`src/rtl/char_bbox_scan.sv`:
```
// ---------------------------------------------------------------------------
// char_bbox_scan
//
// Purpose:
//   Finds the bounding box of one licence-plate character in each video
//   frame. Inside a plate search window it tracks, row by row, how many
//   stroke pixels (i_th = 1) were seen and their horizontal extent. Rows
//   with enough strokes are "text rows". They grow a per-frame box. When
//   the frame's vertical-sync window closes, the box is checked against a
//   minimum size. It is then either committed to the outputs or reported
//   as a miss. Committed values stay stable for the whole next frame.
//
// Ports:
//   clk, rst_n               pixel clock, asynchronous active-low reset
//   i_hs, i_vs, i_de         video syncs (i_vs high = active frame,
//                            i_de high = active pixel)
//   i_x, i_y                 current pixel position (12 bit)
//   i_th                     binarised pixel, 1 = character stroke
//   plate_up/down/left/right search window, inclusive (12 bit each)
//   char_up/down/left/right  committed character box (12 bit each)
//   char_valid               one-cycle pulse when a new box is committed
//   char_miss                one-cycle pulse when a frame gives no box
//   char_found               level, last completed frame produced a box
// ---------------------------------------------------------------------------
module char_bbox_scan #(
    parameter int ROW_MIN = 2,
    parameter int MIN_W   = 20,
    parameter int MIN_H   = 30
) (
    input  logic        clk,
    input  logic        rst_n,
    input  logic        i_hs,
    input  logic        i_vs,
    input  logic        i_de,
    input  logic [11:0] i_x,
    input  logic [11:0] i_y,
    input  logic        i_th,
    input  logic [11:0] plate_up,
    input  logic [11:0] plate_down,
    input  logic [11:0] plate_left,
    input  logic [11:0] plate_right,
    output logic [11:0] char_up,
    output logic [11:0] char_down,
    output logic [11:0] char_left,
    output logic [11:0] char_right,
    output logic        char_valid,
    output logic        char_miss,
    output logic        char_found
);

    typedef enum logic [1:0] {
        WAIT_VS = 2'd0,
        SCAN    = 2'd1,
        COMMIT  = 2'd2
    } scanState_t;

    scanState_t  r_state;

    // Horizontal sync carries no information the row logic needs, because
    // rows are delimited by i_de.
    logic        w_unusedHs;
    assign w_unusedHs = i_hs;

    // -----------------------------------------------------------------------
    // Sync edge detection
    // -----------------------------------------------------------------------
    logic        r_vsD;
    logic        r_deD;
    logic        r_rowClose;
    logic        w_vsRise;
    logic        w_vsFall;
    logic        w_deFall;

    assign w_vsRise = i_vs & ~r_vsD;
    assign w_vsFall = ~i_vs & r_vsD;
    assign w_deFall = ~i_de & r_deD;

    // r_vsD resets high. If reset is released in the middle of a frame,
    // the still-high i_vs is then not mistaken for a frame start, so the
    // partial frame is discarded. The row close is registered one cycle
    // behind the i_de falling edge.
    always_ff @(posedge clk or negedge rst_n) begin
        if (!rst_n) begin
            r_vsD      <= 1'b1;
            r_deD      <= 1'b0;
            r_rowClose <= 1'b0;
        end else begin
            r_vsD      <= i_vs;
            r_deD      <= i_de;
            r_rowClose <= w_deFall;
        end
    end

    // -----------------------------------------------------------------------
    // Search window, frozen for the whole frame at its start
    // -----------------------------------------------------------------------
    logic [11:0] r_winUp;
    logic [11:0] r_winDown;
    logic [11:0] r_winLeft;
    logic [11:0] r_winRight;

    always_ff @(posedge clk or negedge rst_n) begin
        if (!rst_n) begin
            r_winUp    <= 12'd0;
            r_winDown  <= 12'd0;
            r_winLeft  <= 12'd0;
            r_winRight <= 12'd0;
        end else if (w_vsRise) begin
            r_winUp    <= plate_up;
            r_winDown  <= plate_down;
            r_winLeft  <= plate_left;
            r_winRight <= plate_right;
        end
    end

    logic        w_inWin;
    logic        w_strokePix;

    assign w_inWin = i_de
                     && (i_x >= r_winLeft) && (i_x <= r_winRight)
                     && (i_y >= r_winUp)   && (i_y <= r_winDown);
    assign w_strokePix = w_inWin & i_th;

    // -----------------------------------------------------------------------
    // Per-row accumulators
    // -----------------------------------------------------------------------
    logic [11:0] r_rowCnt;
    logic [11:0] r_rowMinX;
    logic [11:0] r_rowMaxX;
    logic [11:0] r_rowY;

    // On a row-close cycle, updates start from the cleared values. A stroke
    // pixel arriving on that same cycle then opens the next row at count 1
    // instead of being dropped.
    logic [11:0] w_baseCnt;
    logic [11:0] w_baseMinX;
    logic [11:0] w_baseMaxX;
    logic [11:0] w_cntInc;

    assign w_baseCnt  = r_rowClose ? 12'd0   : r_rowCnt;
    assign w_baseMinX = r_rowClose ? 12'hFFF : r_rowMinX;
    assign w_baseMaxX = r_rowClose ? 12'd0   : r_rowMaxX;
    assign w_cntInc   = (w_baseCnt == 12'hFFF) ? 12'hFFF : w_baseCnt + 12'd1;

    always_ff @(posedge clk or negedge rst_n) begin
        if (!rst_n) begin
            r_rowCnt  <= 12'd0;
            r_rowMinX <= 12'hFFF;
            r_rowMaxX <= 12'd0;
            r_rowY    <= 12'd0;
        end else begin
            if (w_strokePix) begin
                r_rowCnt  <= w_cntInc;
                r_rowMinX <= (i_x < w_baseMinX) ? i_x : w_baseMinX;
                r_rowMaxX <= (i_x > w_baseMaxX) ? i_x : w_baseMaxX;
            end else begin
                r_rowCnt  <= w_baseCnt;
                r_rowMinX <= w_baseMinX;
                r_rowMaxX <= w_baseMaxX;
            end
            if (i_de) begin
                r_rowY <= i_y;
            end else if (r_rowClose) begin
                r_rowY <= 12'd0;
            end
        end
    end

    // -----------------------------------------------------------------------
    // Frame accumulators
    // -----------------------------------------------------------------------
    logic [11:0] r_fUp;
    logic [11:0] r_fDown;
    logic [11:0] r_fLeft;
    logic [11:0] r_fRight;
    logic        r_fAny;

    // The "next" frame values already include a row closing on this cycle.
    // COMMIT evaluates these values, so a last row whose i_de falls
    // together with i_vs is still counted.
    logic        w_rowText;
    logic [11:0] w_fUpN;
    logic [11:0] w_fDownN;
    logic [11:0] w_fLeftN;
    logic [11:0] w_fRightN;
    logic        w_fAnyN;

    assign w_rowText = r_rowClose && (r_rowCnt >= 12'(ROW_MIN));
    assign w_fUpN    = (w_rowText && !r_fAny) ? r_rowY : r_fUp;
    assign w_fDownN  = w_rowText ? r_rowY : r_fDown;
    assign w_fLeftN  = (w_rowText && (r_rowMinX < r_fLeft))  ? r_rowMinX : r_fLeft;
    assign w_fRightN = (w_rowText && (r_rowMaxX > r_fRight)) ? r_rowMaxX : r_fRight;
    assign w_fAnyN   = r_fAny | w_rowText;

    always_ff @(posedge clk or negedge rst_n) begin
        if (!rst_n) begin
            r_fUp    <= 12'd0;
            r_fDown  <= 12'd0;
            r_fLeft  <= 12'hFFF;
            r_fRight <= 12'd0;
            r_fAny   <= 1'b0;
        end else if (w_vsRise) begin
            r_fUp    <= 12'd0;
            r_fDown  <= 12'd0;
            r_fLeft  <= 12'hFFF;
            r_fRight <= 12'd0;
            r_fAny   <= 1'b0;
        end else begin
            r_fUp    <= w_fUpN;
            r_fDown  <= w_fDownN;
            r_fLeft  <= w_fLeftN;
            r_fRight <= w_fRightN;
            r_fAny   <= w_fAnyN;
        end
    end

    // -----------------------------------------------------------------------
    // Acceptance test
    // -----------------------------------------------------------------------
    // The differences are only meaningful when w_fAnyN is set, because only
    // then is down >= up and right >= left. The AND keeps the wrapped
    // values of an empty frame from being used.
    logic [11:0] w_fHeight;
    logic [11:0] w_fWidth;
    logic        w_accept;

    assign w_fHeight = w_fDownN - w_fUpN;
    assign w_fWidth  = w_fRightN - w_fLeftN;
    assign w_accept  = w_fAnyN
                       && (w_fHeight >= 12'(MIN_H))
                       && (w_fWidth  >= 12'(MIN_W));

    // -----------------------------------------------------------------------
    // Frame state machine with registered outputs
    // -----------------------------------------------------------------------
    // WAIT_VS waits for a frame start. SCAN lets the accumulators run.
    // COMMIT publishes or rejects the box in a single cycle. The pulses
    // default low every cycle, so each lasts exactly one clock.
    always_ff @(posedge clk or negedge rst_n) begin
        if (!rst_n) begin
            r_state    <= WAIT_VS;
            char_up    <= 12'd0;
            char_down  <= 12'd0;
            char_left  <= 12'd0;
            char_right <= 12'd0;
            char_valid <= 1'b0;
            char_miss  <= 1'b0;
            char_found <= 1'b0;
        end else begin
            char_valid <= 1'b0;
            char_miss  <= 1'b0;
            unique case (r_state)
                WAIT_VS: begin
                    if (w_vsRise) begin
                        r_state <= SCAN;
                    end
                end
                SCAN: begin
                    if (w_vsFall) begin
                        r_state <= COMMIT;
                    end
                end
                COMMIT: begin
                    if (w_accept) begin
                        char_up    <= w_fUpN;
                        char_down  <= w_fDownN;
                        char_left  <= w_fLeftN;
                        char_right <= w_fRightN;
                        char_valid <= 1'b1;
                        char_found <= 1'b1;
                    end else begin
                        char_miss  <= 1'b1;
                        char_found <= 1'b0;
                    end
                    r_state <= WAIT_VS;
                end
                default: begin
                    r_state <= WAIT_VS;
                end
            endcase
        end
    end

endmodule

```
`config.mk`:
```
export PLATFORM = sky130hd
export DESIGN_NAME = char_bbox_scan
export DESIGN_NICKNAME = d
export VERILOG_FILES = /design/src/rtl/char_bbox_scan.sv
export SDC_FILE = /design/constraint.sdc
export NUM_CORES = 1
export LEC_CHECK = 0
export CAP_MARGIN = 30
export CELL_PAD_IN_SITES_DETAIL_PLACEMENT = 1
export CELL_PAD_IN_SITES_GLOBAL_PLACEMENT = 1
export CORE_MARGIN = 4
export CORE_UTILIZATION = 40
export DETAILED_ROUTE_END_ITERATION = 7
export PLACE_DENSITY = 0.73
export SLEW_MARGIN = 30
export SYNTH_ARGS = -nofsm -noshare
export SYNTH_HDL_FRONTEND = slang
export SYNTH_SLANG_ARGS = --single-unit
```
`constraint.sdc`:
```
create_clock -name clk -period 5.2 [get_ports clk]
set_clock_uncertainty 0.15 [all_clocks]
set_input_delay 1.3 -clock clk [delete_from_list [all_inputs] [get_ports clk]]
set_output_delay 1.3 -clock clk [all_outputs]
set_load 0.01 [all_outputs]
```
==> flow_summary.toml, run 1 <==
[finish]
num_antenna_cells = 0
final_area_sq_um = 15380
final_common_cell = "dfrtp_1"
fin_nets = 1628
finish.utilization = 0.5190
fin_cells = 1847
syn_to_final_growth_pct = 28.33
layout_common_cells = "dfrtp_1, nand2_1, clkdlybuf4s50_1"
drive_gt1_frac = 0.1668

[floorplanning]
die_width_um = 181.1
dieArea_sq_um = 32800
io_pins = 129
die_h_um = 181.1
start_util = 0.4044
rows = 63
coreArea_sq_um = 29640

[pwr]
seq_power_share = 0.411
p_sw_frac = 0.2752
total_power_w = 0.004487
p_leak_nw = 7.358
p_clk_frac = 0.386
p_int_w = 0.003252
pwr_density_cell_nw_per_um2 = 291.7
ir_drop_v = 0.0002142
comb_power_share = 0.203
p_sw_w = 0.001235

[detailed_routing]
post_drt_wl_per_cell_um = 18.89
firstDrtPassIters = 5
via_count = 9900
wl_mm = 34.90
vias_per_cell = 5.360
drc_errors = 0
ant_nets = 0
drtIter0Drc = 468

[logic_synthesis]
synth_top_area_frac = 0.3674
synth_top_family_by_area = "compound AO/OA/AOI/OAI gates"
synthSimpleGateAreaFrac = 0.1399
synth_area_leaders = "dfrtp_1, ha_1, mux2i_1"
syn-num-nets = 1423
synth_edf_count = 0
yosysWarnings = 0
syn_area_sq_um = 11990
synth_seq_area_share = 0.4222
synth_cell_types = 81
synth_mux_area_frac = 0.09322
synth_flop_cell = "dfrtp_1"
synth_seq_cells = 201
synth_largest_area_cell = "dfrtp_1"
synth_xor_area_frac = 0.01681
synthAdderAreaFrac = 0.1175
synth_compound_area_frac = 0.1551
async_flop_share = 1.000
synth_cells = 1233
syn-mean-instance-area_sq_um = 9.721

[cts]
numCtsBuffers = 25
cts_tree = "built"
cts_hold_buf = 0
cts_sinks = 201
h-tree-depth = 1
root_buffer = "clkbuf_16"
clkTransAtPathRegs_ns = 0.06
clock_path_buffers = 3
clock_latency_ns = 0.53

[worst_hold_path]
worstHoldEndpoint = "r_rowClose"
holdPathStages = 1
hold_path_class = "register to register"
hold_start = "r_deD"

[placed_design]
gp_congestion = 0.8440
dp_hpwl_mm = 25.90
post_dp_cell_area_sq_um = 14310
port_buffers = 127
dp.cells = 1793

[setup_path]
timing.rr.end = "char_right[9]"
regToRegStartpoint = "r_fLeft[9]"
critical_path_required_ns = 5.46
endpoint_kind = "register"
critical_path.startpoint_type = "register"
worstPathArrival_ns = 5.34
reg2regPathDepth = 21
r2r_setup_slack_ns = 0.12
path_max_fanout = 14
crit_type = "register to register"

[sta]
clock.fmax_ghz = 0.1970
whs_ns = 0.3317
finalCritPeriodShare = 0.9764
rsz0062_at_grt = "true"
setup_viol = 0
layout_min_cycle_time_ns = 5.077
worstMarginPinSlew_ns = 0.9134
finalHoldViolations = 0
slew_violations = 0
slew_headroom = 0.3911

[run_status]
status = "complete, no violations"

[global_routing]
grt_max_degree = 103
grt_pass1_wl_mm = 56.57
gr-total-overflow = 0
grt_usage = 0.2080
grt_pass1_vias = 10660
antenna_found_initial = 0

[flow_run]
drv_cap = 0
logic make-up (layout without fill, tap and decap cells):
group	after synthesis	count (layout)
xor+xnor	23	23
compound gates	280	280
simple gates	348	348
flops	201	201
buf+inv	167	391
fa+ha+maj	112	112
mux	102	102
layer usage:
layer / global-route usage / share of wire
met1: 0.2975 / 0.48
met5: 0 / 0
met4: 0.04203 / 0.020
met2: 0.3436 / 0.46
met3: 0.02396 / 0.032
flip-flops by register name, summed over array words and instances, names as in the netlist:
| signal | cells |
|---|---|
| char_valid | 1 |
| r_rowCnt | 12 |
| r_rowMaxX | 12 |
| char_down | 12 |
| char_up | 12 |
| char_found | 1 |
| r_fDown | 12 |
| char_left | 12 |
| r_state | 2 |
| r_winLeft | 12 |
| r_rowY | 12 |
| char_right | 12 |
| r_rowClose | 1 |
| r_rowMinX | 12 |
| r_vsD | 1 |
| r_winRight | 12 |
| r_fAny | 1 |
| r_fRight | 12 |
| r_winDown | 12 |
| r_fUp | 12 |
| r_deD | 1 |
| r_winUp | 12 |
| char_miss | 1 |
| r_fLeft | 12 |
stage by stage:
stage | TNS (ns) | setup WS (ns)
finish | 0 | 0.1226
global route | -1.177 | -0.05249
CTS | 0 | 0.003470
detailed placement | -8.085 | -0.2479
global placement | -4.669 | -0.1697
floorplan | 0 | 0.04352
cell usage after synthesis, types with 7 or more instances:
master / number
nand2b_1: 24
a21o_1: 35
buf_2: 7
a21oi_1: 47
mux2i_1: 70
nand2_1: 130
o21ai_0: 80
ha_1: 111
a211oi_1: 8
a21oi_2: 7
mux2_4: 15
inv_1: 113
dfstp_2: 25
nor3_1: 11
nand4_1: 17
nor2_1: 72
nand3_1: 19
a31oi_1: 22
nor2b_1: 19
clkbuf_1: 36
o211ai_1: 8
or3_1: 7
xnor2_1: 19
mux2_2: 14
dfrtp_1: 176
and2_1: 17
o22ai_1: 8
critical path: stages (launching register included):
cell and delay, ns:
dfstp_2 0.55, inv_1 0.05, ha_1 0.29, nand2_1 0.06, or4_4 0.54, o2111ai_4 0.23, and2_4 0.21, buf_6 0.13
buf_8 0.12, mux2i_4 0.27, ha_4 0.23, or2_2 0.28, a221oi_2 0.22, a31oi_1 0.07, o21ai_1 0.19, nand2_1 0.09
nor4_2 0.30, nand4_1 0.13, buf_4 0.16, and3_4 0.20, buf_12 0.16, mux2_4 0.31
power by group through the flow:
stage / Sequential, W / Combinational, W / Clock [W]
floorplan: 0.00189 / 0.000393 / 0
global placement: 0.00186 / 0.000867 / 0
detailed placement: 0.00187 / 0.000904 / 0
CTS: 0.00185 / 0.000916 / 0.00178
global route: 0.00187 / 0.00101 / 0.00185
finish: 0.00184 / 0.000909 / 0.00173
final cells by class:
type,instances,area [sq um]
Inverter,114,427.9
Clock inverter,6,62.56
Tap cell,390,488.0
Multi-Input combinational cell,865,6430
Clock buffer,40,762.0
Timing Repair Buffer,231,2151
Fill cell,3364,14260
Sequential cell,201,5061
what timing repair did:
action	in CTS	in global routing
pin swaps	1	9
gates resized for setup	12	26
endpoints found under the setup margin	50	50
gates cloned	0	1
buffers inserted	0	7
how the worst max path moves through the flow:
stage | slack (ns) | to | startpoint
finish | 0.12 | char_right[9] | r_fLeft[9]
global route | -0.05 | char_down[10] | r_fLeft[9]
CTS | 0.003 | char_right[9] | r_fLeft[9]
detailed placement | -0.25 | char_right[1] | r_rowMaxX[1]
global placement | -0.17 | char_right[1] | r_rowMaxX[1]
floorplan | 0.04 | char_left[0] | r_rowCnt[2]
No activity file was read; power rests on OpenSTA's default activity.
==> run 2, diff against run 1 <==
- CORE_UTILIZATION: 40 -> 45
- DONT_BUFFER_PORTS: default -> 1
- PLACE_DENSITY: 0.73 -> default
- PLACE_DENSITY_LB_ADDON: default -> 0.05
==> run 2 against run 1 <==
Effect of this change:
- sequential power increased by 4%
- critical path depth decreased by 2
- hold slack got worse by 0.031 ns
- first-iteration DRC count decreased by 4.7%
- highest routed layer unchanged
- worst setup slack improved by 0.14 ns
- via count decreased by 6.9%
- critical path type unchanged
- register-to-register slack improved by 0.14 ns
- combinational power decreased by 42%
- non-clock buffer count decreased by 167
==> flow_summary.toml, run 2 (same netlist as run 1, synthesis figures left out) <==
[setup_path]
crit_family = "simple AND/OR/NAND/NOR gates"
worstPathArrival_ns = 5.20
reg2regPathDepth = 19
r2r_setup_slack_ns = 0.26
crit_chain = "inv_1 -> ha_1 -> nand2_1 -> or4_1 -> o2111ai_2 -> and2_4 -> buf_6 -> buf_4 -> mux2i_1 -> ha_1 -> a221oi_1 -> a31oi_1 -> o21ai_1 -> nand2_1 -> nor4_1 -> nand4_1 -> and3_4 -> buf_4 -> mux2_4"
regToRegStartpoint = "r_fLeft[7]"
critical_path_required_ns = 5.45
crit_type = "register to register"
worst-path-buf-inv = 4
critical_path.startpoint_type = "register"
endpoint_kind = "register"
timing.rr.end = "char_down[10]"
path_max_fanout = 9
slowest_delay_ns = 0.53
cpMaxStageDelayCell = "dfstp_2"
cp-startpoint = "r_fLeft[7]"
cp.depth = 19
endpoint = "char_down[10]"

[detailed_routing]
ant_nets = 0
via_count = 9216
drtIter0Drc = 446
wl_mm = 33.26
post_drt_wl_per_cell_um = 20.48
vias_per_cell = 5.675
drc_errors = 0
firstDrtPassIters = 4

[floorplanning]
die_width_um = 171.2
io_pins = 129
dieArea_sq_um = 29310
start_util = 0.4587
die_h_um = 171.2
rows = 59
coreArea_sq_um = 26130

[placed_design]
dp.cells = 1577
port_buffers = 0
dp_hpwl_mm = 24.39
gp_congestion = 0.8359
place_ws_ns = -0.09850

[cts]
root_buffer = "clkbuf_16"
cts_tree = "built"
numCtsBuffers = 25
cts_sinks = 201
h-tree-depth = 1
clkTransAtPathRegs_ns = 0.06
clock_latency_ns = 0.52
clock_path_buffers = 3

[finish]
drive_gt1_frac = 0.1521
syn_to_final_growth_pct = 13.86
fin_nets = 1461
num_antenna_cells = 0
fin_cells = 1624
final_common_cell = "dfrtp_1"
layout_common_cells = "dfrtp_1, nand2_1, inv_1"

[global_routing]
grt_usage = 0.2283
grt_max_degree = 202
gr-total-overflow = 0
grt_pass1_vias = 9603
met3_usage = 0.05056
grt_util_met1 = 0.3350
grt.busiest_layer = "met2"
grt_pass1_wl_mm = 53.45
grtUsageMet2 = 0.3478
antenna_found_initial = 0

[run_status]
status = "complete, no violations"

[sta]
finalHoldViolations = 0
worstMarginPinSlew_ns = 0.8722
slew_violations = 0
layout_setup_ws_ns = 0.2582
finalCritPeriodShare = 0.9503
slew_headroom = 0.4173
layout_min_cycle_time_ns = 4.942
setup_tns_ns = 0
clock.fmax_ghz = 0.2024
setup_viol = 0

[flow_run]
drv_cap = 0

[pwr]
ir_drop_v = 0.0002123
pwr_density_cell_nw_per_um2 = 304.8
p_leak_nw = 6.671

[worst_hold_path]
hold_path_class = "register to register"
[run 2: how the worst min path moves through the flow]
| stage | startpoint | slack (ns) | endpoint | cells after the start |
|---|---|---|---|---|
| 6_report | r_state[1] | 0.30 | r_state[0] | 1 |
| 5_1_grt | rst_n | 0.30 | r_fDown[3] | 0 |
| 4_1_cts | rst_n | 0.30 | char_down[9] | 0 |
| 3_5_place_dp | r_state[1] | 0.30 | r_state[0] | 1 |
| 3_3_place_gp | r_state[1] | 0.29 | r_state[0] | 1 |
| 2_1_floorplan | r_state[1] | 0.28 | r_state[0] | 1 |
[run 2: report_power, final]
group	switching [W]	leakage [nW]	internal, W
clock network	0.000699	0.397	0.00102
registers	0.000178	2.59	0.00174
logic	0.000290	3.69	0.000235
[run 2: worst register-to-register path, cell delays in order (launching register included)]
cell	delay, ns
dfstp_2	0.53
inv_1	0.04
ha_1	0.28
nand2_1	0.07
or4_1	0.52
o2111ai_2	0.21
and2_4	0.23
buf_6	0.17
buf_4	0.15
mux2i_1	0.36
ha_1	0.31
a221oi_1	0.34
a31oi_1	0.07
o21ai_1	0.15
nand2_1	0.06
nor4_1	0.26
nand4_1	0.21
and3_4	0.22
buf_4	0.19
mux2_4	0.31
[run 2: stage by stage]
| stage | hold slack [ns] | power [W] | area [sq um] | utilization |
|---|---|---|---|---|
| final | 0.3004 | 0.004161 | 13650 | 0.5223 |
| after floorplan | 0.2759 | 0.002281 | 11990 | - |
| after global routing | 0.2981 | 0.004383 | 13650 | 0.5223 |
| after global placement | 0.2905 | 0.002434 | 12720 | 0.4869 |
| after CTS | 0.3018 | 0.004220 | 13550 | 0.5186 |
| after detailed placement | 0.3022 | 0.002468 | 12720 | 0.4869 |
[run 2: per-layer routing]
| layer | vias to the layer above | part of all wire |
|---|---|---|
| met4 | 0 | 0.021 |
| met1 | 4584 | 0.48 |
| met5 | - | 0 |
| met2 | 183 | 0.44 |
| met3 | 44 | 0.059 |
| li1 | 4405 | - |
[run 2: what timing repair did]
item	CTS	global route
endpoints found under the hold margin	0	0
hold buffers	0	0
pin swaps	1	5
setup endpoints to repair	37	51
gates resized for setup	4	18
setup buffers	0	2
cloned	0	0
[run 2: final cells by class]
class	count	area, sq um
multi-input cells	865	6375
clock buffers	34	719.4
inverters	114	427.9
repair buffers	64	546.8
well taps	335	419.2
fillers	2951	12480
clock inverters	11	98.84
flip-flops and latches	201	5061
